**config.mk**
```make
export PLATFORM = sky130hd
export DESIGN_NAME = framebuffer_writer_flat
export DESIGN_NICKNAME = d
export VERILOG_FILES = /design/src/rtl/framebuffer_writer_if.sv /design/src/rtl/framebuffer_writer.sv /design/src/flat_wrapper.sv
export SDC_FILE = /design/constraint.sdc
export NUM_CORES = 1
export LEC_CHECK = 0
export CELL_PAD_IN_SITES_DETAIL_PLACEMENT = 1
export CELL_PAD_IN_SITES_GLOBAL_PLACEMENT = 1
export CORE_MARGIN = 4
export CORE_UTILIZATION = 44
export CTS_BUF_LIST = sky130_fd_sc_hd__clkbuf_4
export DETAILED_ROUTE_END_ITERATION = 6
export HOLD_SLACK_MARGIN = 0.08
export PLACE_DENSITY_LB_ADDON = 0.25
export SYNTH_ARGS = -nofsm -noshare
export SYNTH_HDL_FRONTEND = slang
export SYNTH_SLANG_ARGS = --single-unit
```
**constraint.sdc**
```tcl
create_clock -name clk_in -period 2.15 [get_ports clk_in]
set_clock_uncertainty 0.1 [all_clocks]
set_input_delay 0.43 -clock clk_in [delete_from_list [all_inputs] [get_ports clk_in]]
set_output_delay 0.43 -clock clk_in [all_outputs]
set_load 0.1 [all_outputs]
```
**src/rtl/framebuffer_writer_if.sv**
```systemverilog
`default_nettype none
// ============================================================================
// Module   : framebuffer_writer_if
// Purpose  : Received-byte stream and framebuffer write-port bundle for the
//            framebuffer writer (slave = writer, master = its environment).
// Revision : 1.0 - initial release
// ============================================================================
interface framebuffer_writer_if #(
    parameter int ADDR_WIDTH = 12
);
    logic [7:0]            rx_data;
    logic                  rx_strobe;
    logic [ADDR_WIDTH-1:0] ram_addr;
    logic [7:0]            ram_data;
    logic                  ram_wr;
    logic                  busy;
    logic                  frame_done;
    logic                  error;

    modport master (
        output rx_data,
        output rx_strobe,
        input  ram_addr,
        input  ram_data,
        input  ram_wr,
        input  busy,
        input  frame_done,
        input  error
    );

    modport slave (
        input  rx_data,
        input  rx_strobe,
        output ram_addr,
        output ram_data,
        output ram_wr,
        output busy,
        output frame_done,
        output error
    );
endinterface
`default_nettype wire

```
**src/rtl/framebuffer_writer.sv**
```systemverilog
`default_nettype none
// ============================================================================
// Module   : framebuffer_writer
// Purpose  : Parses 'L' (frame load) / 'P' (pixel write) commands from the
//            UART byte stream and drives the framebuffer write port.
//            Optional macro FB_WRITER_CHECKSUM_EN adds a trailing mod-256
//            checksum byte to frame loads.
// Revision : 1.0 - initial release
// ============================================================================
module framebuffer_writer #(
    parameter int ADDR_WIDTH     = 12,
    parameter int TIMEOUT_WIDTH  = 16,
    parameter int TIMEOUT_CYCLES = 53200
) (
    input  logic                 clk_in,
    input  logic                 reset,
    framebuffer_writer_if.slave  bus
);

    localparam logic [2:0] IDLE        = 3'd0;
    localparam logic [2:0] LOAD_DATA   = 3'd1;
    localparam logic [2:0] PIX_ADDR_HI = 3'd2;
    localparam logic [2:0] PIX_ADDR_LO = 3'd3;
    localparam logic [2:0] PIX_DATA_LO = 3'd4;
    localparam logic [2:0] PIX_DATA_HI = 3'd5;
    localparam logic [2:0] LOAD_CSUM   = 3'd6;

    localparam logic [7:0] c_cmd_load  = 8'h4C;
    localparam logic [7:0] c_cmd_pixel = 8'h50;
    // Pixel index bits carried by the high address byte (3 for a 4 KiB frame).
    localparam int         c_hi_bits   = ADDR_WIDTH - 9;
    localparam logic [TIMEOUT_WIDTH-1:0] c_gap_limit =
        TIMEOUT_WIDTH'(TIMEOUT_CYCLES - 1);

    logic [2:0]               r_state;
    logic [ADDR_WIDTH-1:0]    r_byte_cnt;
    logic [ADDR_WIDTH-2:0]    r_pix_idx;
    logic [TIMEOUT_WIDTH-1:0] r_gap;
    logic [ADDR_WIDTH-1:0]    r_addr;
    logic [7:0]               r_data;
    logic                     r_wr;
    logic                     r_frame_done;
    logic                     r_error;
`ifdef FB_WRITER_CHECKSUM_EN
    logic [7:0]               r_csum;
`endif

    always_ff @(posedge clk_in) begin
        if (!reset) begin
            r_state      <= IDLE;
            r_byte_cnt   <= '0;
            r_pix_idx    <= '0;
            r_gap        <= '0;
            r_addr       <= '0;
            r_data       <= '0;
            r_wr         <= 1'b0;
            r_frame_done <= 1'b0;
            r_error      <= 1'b0;
`ifdef FB_WRITER_CHECKSUM_EN
            r_csum       <= '0;
`endif
        end else begin
            r_wr         <= 1'b0;
            r_frame_done <= 1'b0;
            r_error      <= 1'b0;

            if (bus.rx_strobe) begin
                // A strobe always beats the timeout, even on the threshold cycle.
                r_gap <= '0;
                case (r_state)
                    IDLE: begin
                        if (bus.rx_data == c_cmd_load) begin
                            r_state    <= LOAD_DATA;
                            r_byte_cnt <= '0;
`ifdef FB_WRITER_CHECKSUM_EN
                            r_csum     <= '0;
`endif
                        end else if (bus.rx_data == c_cmd_pixel) begin
                            r_state <= PIX_ADDR_HI;
                        end else begin
                            r_error <= 1'b1;
                        end
                    end
                    LOAD_DATA: begin
                        r_addr     <= r_byte_cnt;
                        r_data     <= bus.rx_data;
                        r_wr       <= 1'b1;
                        r_byte_cnt <= r_byte_cnt + 1'b1;
`ifdef FB_WRITER_CHECKSUM_EN
                        r_csum     <= r_csum + bus.rx_data;
                        if (&r_byte_cnt) begin
                            r_state <= LOAD_CSUM;
                        end
`else
                        if (&r_byte_cnt) begin
                            r_state      <= IDLE;
                            r_frame_done <= 1'b1;
                        end
`endif
                    end
                    PIX_ADDR_HI: begin
                        r_pix_idx[ADDR_WIDTH-2:8] <= bus.rx_data[c_hi_bits-1:0];
                        if (|bus.rx_data[7:c_hi_bits]) begin
                            r_state <= IDLE;
                            r_error <= 1'b1;
                        end else begin
                            r_state <= PIX_ADDR_LO;
                        end
                    end
                    PIX_ADDR_LO: begin
                        r_pix_idx[7:0] <= bus.rx_data;
                        r_state        <= PIX_DATA_LO;
                    end
                    PIX_DATA_LO: begin
                        r_addr  <= {r_pix_idx, 1'b0};
                        r_data  <= bus.rx_data;
                        r_wr    <= 1'b1;
                        r_state <= PIX_DATA_HI;
                    end
                    PIX_DATA_HI: begin
                        r_addr  <= {r_pix_idx, 1'b1};
                        r_data  <= bus.rx_data;
                        r_wr    <= 1'b1;
                        r_state <= IDLE;
                    end
`ifdef FB_WRITER_CHECKSUM_EN
                    LOAD_CSUM: begin
                        if (bus.rx_data == r_csum) begin
                            r_frame_done <= 1'b1;
                        end else begin
                            r_error <= 1'b1;
                        end
                        r_state <= IDLE;
                    end
`endif
                    default: begin
                        r_state <= IDLE;
                    end
                endcase
            end else if (r_state != IDLE) begin
                if (r_gap == c_gap_limit) begin
                    r_state <= IDLE;
                    r_error <= 1'b1;
                    r_gap   <= '0;
                end else begin
                    r_gap <= r_gap + 1'b1;
                end
            end else begin
                r_gap <= '0;
            end
        end
    end

    assign bus.ram_addr   = r_addr;
    assign bus.ram_data   = r_data;
    assign bus.ram_wr     = r_wr;
    assign bus.busy       = (r_state != IDLE);
    assign bus.frame_done = r_frame_done;
    assign bus.error      = r_error;

endmodule
`default_nettype wire

```
**src/flat_wrapper.sv**
```systemverilog
// flat-port wrapper written by rule: the top's interface ports become plain ports
module framebuffer_writer_flat 
#(
    parameter int ADDR_WIDTH     = 12,
    parameter int TIMEOUT_WIDTH  = 16,
    parameter int TIMEOUT_CYCLES = 53200
)
  (clk_in, reset, bus_rx_data, bus_rx_strobe, bus_ram_addr, bus_ram_data, bus_ram_wr, bus_busy, bus_frame_done, bus_error);
  framebuffer_writer_if #(.ADDR_WIDTH(ADDR_WIDTH)) bus_i ();
  input  logic clk_in;
  input  logic reset;
  input wire logic [$bits(bus_i.rx_data)-1:0] bus_rx_data;
  input wire logic [$bits(bus_i.rx_strobe)-1:0] bus_rx_strobe;
  output wire logic [$bits(bus_i.ram_addr)-1:0] bus_ram_addr;
  output wire logic [$bits(bus_i.ram_data)-1:0] bus_ram_data;
  output wire logic [$bits(bus_i.ram_wr)-1:0] bus_ram_wr;
  output wire logic [$bits(bus_i.busy)-1:0] bus_busy;
  output wire logic [$bits(bus_i.frame_done)-1:0] bus_frame_done;
  output wire logic [$bits(bus_i.error)-1:0] bus_error;
  assign bus_i.rx_data = bus_rx_data;
  assign bus_i.rx_strobe = bus_rx_strobe;
  assign bus_ram_addr = bus_i.ram_addr;
  assign bus_ram_data = bus_i.ram_data;
  assign bus_ram_wr = bus_i.ram_wr;
  assign bus_busy = bus_i.busy;
  assign bus_frame_done = bus_i.frame_done;
  assign bus_error = bus_i.error;
  framebuffer_writer #(.ADDR_WIDTH(ADDR_WIDTH), .TIMEOUT_WIDTH(TIMEOUT_WIDTH), .TIMEOUT_CYCLES(TIMEOUT_CYCLES)) u_core (.clk_in(clk_in), .reset(reset), .bus(bus_i));
endmodule
```
==> results.md, run 1 <==
- Final period util: 94.6%
- Crit end category: primary output
- Die span in x: 91.0 um
- Multi-input gate area: around 0.0016 sq mm
- Worst hold path type: register to register
- Clock power frac: 37.7%
- Remaining Overflow, GRT: 0
- Worst hold stages: 2
- Worst hold start: u_core.bus.ram_data[7]
- Combinational Power Share: 5.3%
- Final setup TNS: 0 ns
- Total power: 2.12 mW
- Flop-to-flop setup slack: 0.31 ns
- Slew HR: 62.9%
- Starting Density: 46.4%
- Worst-margin pin slew: 0.551 ns
- Buffers on Ports: 34
- Sw Share: 24.4%
- H-tree depth reported by CTS: 3
- RR Startpoint: u_core.r_byte_cnt[0]
- Internal power: about 1.6 mW
- Number of diodes: 0
- Antenna violations before repair: 0
- Clk pin slew, worst setup/hold paths: 0.11 ns
- Root buf cell: clkbuf_4
- Pre-antenna DRT Iters: 4
- Reg2reg path depth: 6
- Sw Pwr: around 0.52 mW
- Worst Path Arrival: 1.50 ns
- Post-Synthesis Cells: 347
- Pre-CTS WS: -0.162 ns
- Clock Sinks: 65
- Post-synth EDFFs: 0
- Capture point of the worst reg-to-reg path: u_core.r_byte_cnt[10]
- Outcome: finished clean
- Max Clock Freq: 492 MHz
- Design area: 0.00368 sq mm
- Crit path launch type: register
- Final Hold Violating Endpoints: 0
- Async SR Flop Fraction: 0%
- Dominant synthesized flop cell: dfxtp_1
- DP Area: roughly 0.0035 sq mm
- Post-Route WL: 8250 um
- P_leak: 1.49 nW
- Drt initial violations: 106
- Gpl congestion: about 0.85
- Drt wl/cell: 17.1 um
- Post-synthesis area per instance: 8.74 sq um
- CORE AREA: 0.00653 sq mm
- I/O pin cnt: 35
- FP Rows: 29
- Max Cap Viol: 0
- Vias: 2,678
- Worst Path Max Fanout: 12
- Post-CTS Setup Bufs: 0
- Bufs on Longest Clock Path: 2
- Pwr dens: between 500 and 600 mW/mm^2
- Kind of critical path: register to primary output
- Area Overhead vs Synth: 21.5%
- Critical Path RT: 1.62 ns
- Final worst slack: 0.116 ns
- Yosys warns: 0
- Sequential Power Share: 56.9%
- Hold Path Sink: u_core.bus.ram_data[7]
- Seq/Total Area, Yosys: 42.9%
- Vias in the first global route: 2,838
- Share of layout cells above drive strength 1: 19.6%
- Die height: 91.0 um
- Antenna viol nets, final: 0
- Seq cells post-synth: between 60 and 70
- Largest net degree at the start of global routing: 30
- Nets: around 410
- CTS tree: yes
- Die area: between 0.008 and 0.009 sq mm
- Netlist cell types: 49
- Via density per instance: between 5 and 6
- Critical-path top delay cell: dfxtp_1
- Dpl hpwl: between 6000 and 7000 um
- Worst path max stage delay: 0.62 ns
- Register Area: 0.00130 sq mm
- Minimum clock period: 2.03 ns
- First-pass GRT wire length: 14,000 um
- Final setup viols: 0
- Worst VDD drop: around 0.35 mV
- Synth Net Count: 360
- RSZ-0062 raised after global routing: no
- Clk_lat worst skew: 0.41 ns
- CTS Buf Count: 9
- Cells along the critical path: nor3_2 > inv_1 > buf_12
- CTS Hold Bufs: 0
- Gr usage total: 20.9%
- Netlist area before placement: 0.00303 sq mm
- Max-slew violations: 0
- Residual DRC count: 0
- # fillers: ~770
==> how the worst max path moves through the flow <==
stage	from	end	slack (ns)	depth (start not counted)
floorplan	u_core.r_state[1]	u_core.r_state[1]	0.08	6
global placement	bus_rx_data[5]	u_core.r_state[1]	-0.1	7
detailed placement	bus_rx_data[5]	u_core.r_byte_cnt[2]	-0.16	6
CTS	u_core.r_state[1]	bus_busy	0.009	3
global route	u_core.r_state[0]	bus_busy	0.03	3
finish	u_core.r_state[0]	bus_busy	0.12	3
==> state kept, by name (all words and copies together) (netlist names) <==
name	cells
u_core.bus.error	1
u_core.r_gap	16
u_core.bus.frame_done	1
u_core.bus.ram_wr	1
u_core.r_state	3
u_core.r_pix_idx	11
u_core.bus.ram_addr	12
u_core.r_byte_cnt	12
u_core.bus.ram_data	8
==> cell usage after synthesis (2+ instances only) <==
master     n  area share, %
a211oi_1   3           0.74
a21boi_0  18            4.5
a21oi_1    4           0.66
a31oi_1    5            1.0
and2_1     7            1.4
and3_1     8            1.7
and3b_1    2           0.58
and4_1     5            1.4
buf_2      4           0.66
buf_4      2           0.50
buf_6      2           0.74
clkbuf_1  11            1.4
dfxtp_1   65             43
ha_1       2           0.83
inv_1      7           0.87
mux2i_1   14            4.6
nand2_1   63            7.8
nand3_1    8            1.3
nand4_1   10            2.1
nor2_1    27            3.3
nor2b_1    5            1.0
nor3_1     9            1.5
nor3b_1    3           0.74
o211a_1   11            3.6
o211ai_1   2           0.50
o21a_1     3           0.74
o21ai_0   11            1.8
or3_1      2           0.41
xnor2_1    8            2.3
xor2_1     7            2.0
==> layout make-up <==
class | instances | share of cell area, %
clock buffer | 9 | 1.83
clock inverter | 7 | 1.66
inverter | 8 | 0.815
multi-input combinational | 254 | 43.5
sequential | 65 | 35.4
tap | 77 | 2.62
timing repair buffer | 61 | 14.1
==> metrics by stage <==
step	util, %	std cells	hold slack (ns)
floorplan	-	347	0.326
global placement	54.3	465	0.339
detailed placement	54.3	465	0.350
CTS	56.4	481	0.373
global route	56.4	481	0.385
finish	56.4	481	0.370
==> what timing repair did <==
action                     4_1_cts  5_1_grt
gates resized for setup          2        1
setup endpoints to repair        1        1
cloned                           0        0
==> power by group through the flow <==
stage          clock network, mW  registers [mW]  logic (mW)
3_3_place_gp                   0            1.23       0.111
3_5_place_dp                   0            1.23       0.113
6_report                   0.800            1.21       0.113
5_1_grt                    0.875            1.21       0.119
4_1_cts                    0.818            1.21       0.113
2_1_floorplan                  0            1.24      0.0351
==> critical path, delay by kind of cell, from the launching register on <==
family	cells	cell delay, ns
buf+inv	2	0.38
simple gates	1	0.10
flops	1	0.62
==> logic make-up after synthesis <==
family / count (synthesis) / share of synthesized area [%]
compound gates: 60 / 14.5
buf+inv: 28 / 4.37
xor+xnor: 15 / 4.33
fa+ha+maj: 2 / 0.825
simple gates: 163 / 28.4
mux: 14 / 4.62
flops: 65 / 42.9
==> cell usage in the layout (no fill, tap or decap), types with 7 or more instances in the layout <==
master and count:
and3_1 8, xnor2_1 8, nand3_1 8, nand2_1 63, buf_4 48, a21boi_0 18
inv_1 7, nor3_1 8, clkbuf_4 9, clkdlybuf4s50_1 10, nor2_1 27, nand4_1 10
dfxtp_1 63, o211a_1 11, mux2i_1 14, xor2_1 7, and2_1 7, o21ai_0 11
==> layer usage <==
metal / global-route usage, % / vias up / wire (um) / part of all wire [%]
met3: 3.39 / 12 / 194 / 2.4
met2: 34.8 / 39 / 4060 / 49
met4: 9.17 / 0 / 135 / 1.6
met1: 26.6 / 1309 / 3860 / 47
li1: - / 1318 / - / -
met5: 0 / - / 0 / 0
Power figures use the tool's default switching activity.
==> run 2, diff against run 1 <==
==> constraint.sdc (replaced) <==
create_clock -name clk_in -period 2.15 [get_ports clk_in]
set_clock_uncertainty 0.1 [all_clocks]
set_input_delay 0.215 -clock clk_in [delete_from_list [all_inputs] [get_ports clk_in]]
set_output_delay 0.215 -clock clk_in [all_outputs]
set_load 0.1 [all_outputs]
==> run 2 against run 1 <==
  * Flip-flop and latch count unchanged
  * Register-to-register slack got worse by 0.07 ns
  * Combinational power decreased by 11%
  * Cell count decreased by 1.0%
  * First-iteration DRC count increased by 10%
  * Final area decreased by 0.92%
  * Die area unchanged
  * Total power increased by 5.1%
==> results.md, run 2 (synthesized netlist as in run 1, its figures left out) <==
- Worst hold stages: 1
- Vias in the first global route: 2,795
- Final period util: 93.3%
- Die area: 0.00828 sq mm
- Outcome: finished clean
- Worst Path Max Fanout: 15
- Final setup viols: 0
- Commonest non-fill, non-tap cell in the layout: dfxtp_1
- Met3 wire len: 277 um
- Share of layout cells above drive strength 1: 17.5%
- Fin util: 55.9%
- Met2 WL: between 3000 and 4000 um
- Placed insts: 460
- Flip-flop count of the largest register after layout: 16
- Die span in x: approximately 91 um
- CTS tree: yes
- Gpl congestion: 0.876
- Minimum clock period: 2.01 ns
- Gr usage total: about a fifth
- Root buf cell: clkbuf_4
- Highest metal used: met4
- Clk_lat worst skew: 0.43 ns
- Worst hold path type: register to register
- Sw Pwr: 0.518 mW
- DP Area: 0.00350 sq mm
- CTS Buf Count: 9
- Slew HR: 61.7%
- Starting Density: a little under half
- Bufs on Longest Clock Path: 2
- Number of diodes: 0
- Via density per instance: 5.59
- Post-CTS Setup Bufs: 0
- Drt initial violations: 117
- Drt wl/cell: between 15 and 20 um
- Nets: 407
- Crit end category: primary output
- Capture point of the worst reg-to-reg path: u_core.r_byte_cnt[11]
- First-pass GRT wire length: 13,800 um
- Antenna viol nets, final: 0
- Pre-antenna DRT Iters: 4
- Clk pin slew, worst setup/hold paths: approximately 0.11 ns
- Critical Path RT: roughly 1.8 ns
- Sequential Power Share: between 50% and 60%
- Post-CTS Resized: 0
- Remaining Overflow, GRT: 0
- Residual DRC count: 0
- Worst-margin pin slew: 0.569 ns
- Flop-to-flop setup slack: ~0.24 ns
- RSZ-0062 raised after global routing: no
- Total power: 2.23 mW
- Area Overhead vs Synth: 20.3%
- Final worst slack: approximately 0.14 ns
- Design area: 0.00365 sq mm
- Largest net degree at the start of global routing: 30
- Final Hold Violating Endpoints: 0
- Metal-1 WL: about 3800 um
- Pre-CTS WS: -0.00737 ns
- Most flop-heavy register: u_core.r_gap
- Reg2reg path depth: 4
- Hold_ws: 0.369 ns
- Clock power frac: 41.3%
- CTS Hold Bufs: 0
- Dpl hpwl: 6100 um
- Post-Route WL: between 8000 and 9000 um
- Sw Share: a little under a quarter
- Max Cap Viol: 0
- Kind of critical path: register to primary output
- Worst VDD drop: 0.311 mV
- Finished Layout Cells: 476
- Final setup TNS: 0 ns
- Antenna violations before repair: 0
- Pwr dens: 611 mW/mm^2
- Crit path launch type: register
- Internal power: 1.71 mW
- Buffers on Ports: 34
- Worst Path Arrival: 1.69 ns
- Worst hold start: u_core.r_gap[0]
- Hold Path Sink: u_core.r_gap[0]
- FP Rows: 29
- Commonest non-fill, non-tap cells in the layout: 65 x dfxtp_1, 63 x nand2_1, 44 x buf_4
- RR Startpoint: u_core.r_state[2]
- Combinational Power Share: 4.5%
- Max-slew violations: 0
- I/O pin cnt: 35
- CORE AREA: 0.00653 sq mm
- Vias: 2,661
- Max Clock Freq: approximately 500 MHz
- Die height: slightly above 90 um
- H-tree depth reported by CTS: 3
- P_leak: 1.47 nW
- Clock Sinks: 65
## run 2: critical path, stage by stage, from the launching register on
cell	delay [ns]
dfxtp_1	0.48
nor3_1	0.39
inv_1	0.19
buf_12	0.21
## run 2: area by class of cell
type / instances / area (sq um)
clock buffer: 9 / 67.6
clock inverter: 7 / 85.1
fill: 793 / 2880
inverter: 8 / 30.0
multi-input combinational: 254 / 1600
sequential: 65 / 1300
tap: 77 / 96.3
timing repair buffer: 56 / 470
## run 2: power by group through the flow
stage / combinational (mW) / clock (mW) / sequential [mW]
3_3_place_gp: 0.0996 / 0 / 1.23
2_1_floorplan: 0.0351 / 0 / 1.24
6_report: 0.101 / 0.921 / 1.21
3_5_place_dp: 0.100 / 0 / 1.23
4_1_cts: 0.101 / 0.945 / 1.21
5_1_grt: 0.107 / 1.00 / 1.21
## run 2: worst max path at each step
stage | start | to | slack, ns | cells past startpoint
after floorplan | u_core.r_state[1] | u_core.r_state[1] | 0.08 | 6
after global placement | bus_rx_data[5] | u_core.r_byte_cnt[2] | 0.09 | 6
after detailed placement | bus_rx_data[5] | u_core.r_byte_cnt[2] | -0.007 | 6
after CTS | u_core.r_state[2] | bus_busy | 0.13 | 3
after global routing | u_core.r_state[2] | bus_busy | 0.07 | 3
final | u_core.r_state[2] | bus_busy | 0.14 | 3
## run 2: routing by layer
layer | global-route usage (%) | vias up
li1 | - | 1309
met1 | 25.5 | 1285
met2 | 34.6 | 46
met3 | 3.72 | 21
met4 | 11.1 | 0
met5 | 0 | -
==> run 3, diff against run 2 <==
--- a/config.mk
+++ b/config.mk
@@ -5,11 +5,11 @@
 export SDC_FILE = /design/constraint.sdc
 export NUM_CORES = 1
 export LEC_CHECK = 0
+export ABC_AREA = 1
 export CELL_PAD_IN_SITES_DETAIL_PLACEMENT = 1
 export CELL_PAD_IN_SITES_GLOBAL_PLACEMENT = 1
 export CORE_MARGIN = 4
-export CORE_UTILIZATION = 44
-export CTS_BUF_LIST = sky130_fd_sc_hd__clkbuf_4
+export CORE_UTILIZATION = 35
 export DETAILED_ROUTE_END_ITERATION = 6
 export HOLD_SLACK_MARGIN = 0.08
 export PLACE_DENSITY_LB_ADDON = 0.25
==> run 3 against run 2 <==
  * Cell count rose by 21%
  * Wire length rose by 1.3%
  * Final area fell by 0.55%
  * Register-to-register slack improved by 0.09 ns
  * Setup slack improved by 0.18 ns
  * Critical path depth rose by 7
  * Critical path type is now register to register
  * Maximum frequency rose by 10%
  * Critical endpoint is now u_core.r_state[1]
  * Die area rose by 22%
  * Sequential share of layout area rose by 0.20 points
  * Utilization fell by 12 points
  * First-iteration DRC count rose by 3.4%
==> results.md, run 3 <==
- Outcome: finished clean
- # fillers: 1,072
- Max-slew violations: 0
- Synth Net Count: 442
- Drt wl/cell: 14.5 um
- Netlist area before placement: 0.00299 sq mm
- CORE AREA: 0.00826 sq mm
- Crit path launch type: register
- Hold_ws: approximately 0.35 ns
- Residual DRC count: 0
- Slew HR: 77.1%
- Area contributors post-synth: dfxtp_1 43%, nand2_1 13%, nor2_1 6.9%
- P_leak: about 1.4 nW
- RSZ-0062 raised after global routing: no
- Flip-flop count of the largest register after layout: 16
- Critical Path RT: 2.28 ns
- WP buf/inv: 1
- Pwr dens: 880 mW/mm^2
- Yosys warns: 0
- Post-synth EDFFs: 0
- Seq cells post-synth: 65
- Final period util: 84.7%
- Largest net degree at the start of global routing: 36
- Top Family by Delay on Critical Path: simple AND/OR/NAND/NOR gates
- Root buf cell: clkbuf_8
- Final setup TNS: 0 ns
- Die span in x: 100 um
- Number of diodes: 0
- I/O pin cnt: 35
- Clk_lat worst skew: 0.34 ns
- Final setup viols: 0
- Worst Path Max Fanout: 5
- Pre-antenna DRT Iters: 4
- CTS Buf Count: 9
- Antenna violations before repair: 0
- Grt peak-use layer: met2
- Worst VDD drop: 0.426 mV
- Cells along the critical path: ha_1 > nand2_1 > nor2_1 > nand3_1 > nand2_1 > inv_1 > nor2_1 > nand3_1 > nand2_1 > nor2_1
- Commonest non-fill, non-tap cell in the layout: nand2_1
- Kind of critical path: register to register
- Async SR Flop Fraction: 0%
- GR Util met2: 30.4%
- Worst Path Arrival: 1.95 ns
- Minimum clock period: approximately 1.8 ns
- Share of layout cells above drive strength 1: 12.8%
- Crit end category: register
- Post-synthesis area per instance: 6.97 sq um
- Top-count cell post-synth: nand2_1
- Starting Density: 36.2%
- CTS tree: yes
- CTS Hold Bufs: 0
- Vias: slightly below 3,000
- First-pass GRT wire length: 14,300 um
- Remaining Overflow, GRT: 0
- Biggest area consumer among synthesized cells: dfxtp_1
- Buffers on Ports: 34
- Netlist cell types: 31
- Post-CTS Setup Bufs: 0
- Nets: 479
- Dpl hpwl: 6160 um
- Clock Sinks: between 60 and 70
- Max Cap Viol: 0
- Flop-to-flop setup slack: approximately 0.33 ns
- M3 GR Usage: 3.04%
- H-tree depth reported by CTS: 3
- Critical-path top delay cell: dfxtp_1
- Post-CTS Resized: 0
- Bufs on Longest Clock Path: 2
- Worst-margin pin slew: 0.341 ns
- DP Area: 0.00340 sq mm
- Max Clock Freq: about 550 MHz
- Simple-gate area share of the yosys netlist: 28.9%
- Die area: slightly above 0.01 sq mm
- Worst hold path type: register to register
- XOR/XNOR Fraction of Synth Area: 1.17%
- Final Hold Violating Endpoints: 0
- Antenna viol nets, final: 0
- Post-Synthesis Cells: 429
- Die height: about 100 um
- Drt initial violations: 121
- Area Overhead vs Synth: 21.3%
- Yosys top cell area share: a little over two fifths
- Met1 Usage GRT: 22.4%
- Worst path max stage delay: 0.42 ns
- Via density per instance: 5.04
- Vias in the first global route: 3,004
- Commonest cells post-synth: 103 x nand2_1, 65 x dfxtp_1, 55 x nor2_1, 46 x inv_1, 37 x o21ai_0
- Main combinational cell family by area after synthesis: simple AND/OR/NAND/NOR gates
- Seq/Total Area, Yosys: 43.5%
- Gr usage total: 17.8%
- Dominant synthesized flop cell: dfxtp_1
- Post-Route WL: ~8300 um
- Gpl congestion: 0.788
- Most flop-heavy register: u_core.r_gap
- FP Rows: 33
- Post-synthesis compound-gate area fraction: between 10% and 20%
- Commonest non-fill, non-tap cells in the layout: 103 x nand2_1, 65 x dfxtp_1, 55 x nor2_1
- Post-synthesis adder-cell area fraction: 0.836%
- Design area: 0.00363 sq mm
- Clk pin slew, worst setup/hold paths: 0.07 ns
- Post-synthesis mux area share: 0%
run 3: cell count changes in the layout (fill, tap and decap cells not counted), moves of 18 or more:
| cell | change |
|---|---|
| a21boi_0 | -18 |
| o21ai_0 | +26 |
| inv_1 | +39 |
| nor2_1 | +28 |
| a21oi_1 | +32 |
| nand2_1 | +40 |
run 3: report_power, final:
part	switching, mW	total (mW)	internal, mW
Sequential	0.0346	1.29	1.26
Combinational	0.502	0.657	0.155
Clock	0.486	1.25	0.760
run 3: metal layers:
layer  share of wire (%)  vias up
met5                   0        -
met4                 1.9        0
met3                 2.7       13
met2                  49       37
met1                  46     1385
li1                    -     1465
run 3: worst paths after layout:
kind / from / endpoint / depth (start not counted)
max reg2reg: u_core.r_byte_cnt[0] / u_core.r_state[1] / 10
max: u_core.r_byte_cnt[0] / u_core.r_state[1] / 10
min: u_core.r_gap[0] / u_core.r_gap[0] / 1
min reg2reg: u_core.r_gap[0] / u_core.r_gap[0] / 1
run 3: area by class of cell:
type                       count  area, sq um  share of cell area, %
sequential                    65         1300                   35.9
inverter                      50          188                   5.17
clock buffer                   9          124                   3.41
multi-input combinational    300         1430                   39.3
tap                          105          131                   3.62
clock inverter                 6          108                   2.97
timing repair buffer          40          350                   9.66
run 3: logic make-up (layout without fill, tap and decap cells):
family,count (synthesis),in the layout
and+or+nand+nor,200,200
AOI/OAI and AO/OA,94,94
DFF,65,65
buffers and inverters,64,105
xor gates and xnor gates,4,4
adders and majority gates,2,2
run 3: worst register-to-register path, cell delays in order (launching register included):
cell and delay (ns):
dfxtp_1 0.42, ha_1 0.20, nand2_1 0.07, nor2_1 0.25
nand3_1 0.13, nand2_1 0.12, inv_1 0.05, nor2_1 0.16
nand3_1 0.10, nand2_1 0.08, nor2_1 0.04
run 3: per-stage QoR:
| step | std cells | setup slack, ns | util [%] | total power [mW] |
|---|---|---|---|---|
| after CTS | 575 | 0.303 | 43.9 | 3.22 |
| after floorplan | 429 | 0.536 | - | 1.80 |
| final | 575 | 0.329 | 43.9 | 3.19 |
| after global routing | 575 | 0.0599 | 43.9 | 3.33 |
| after detailed placement | 560 | 0.195 | 41.1 | 1.98 |
| after global placement | 560 | 0.207 | 41.1 | 1.97 |
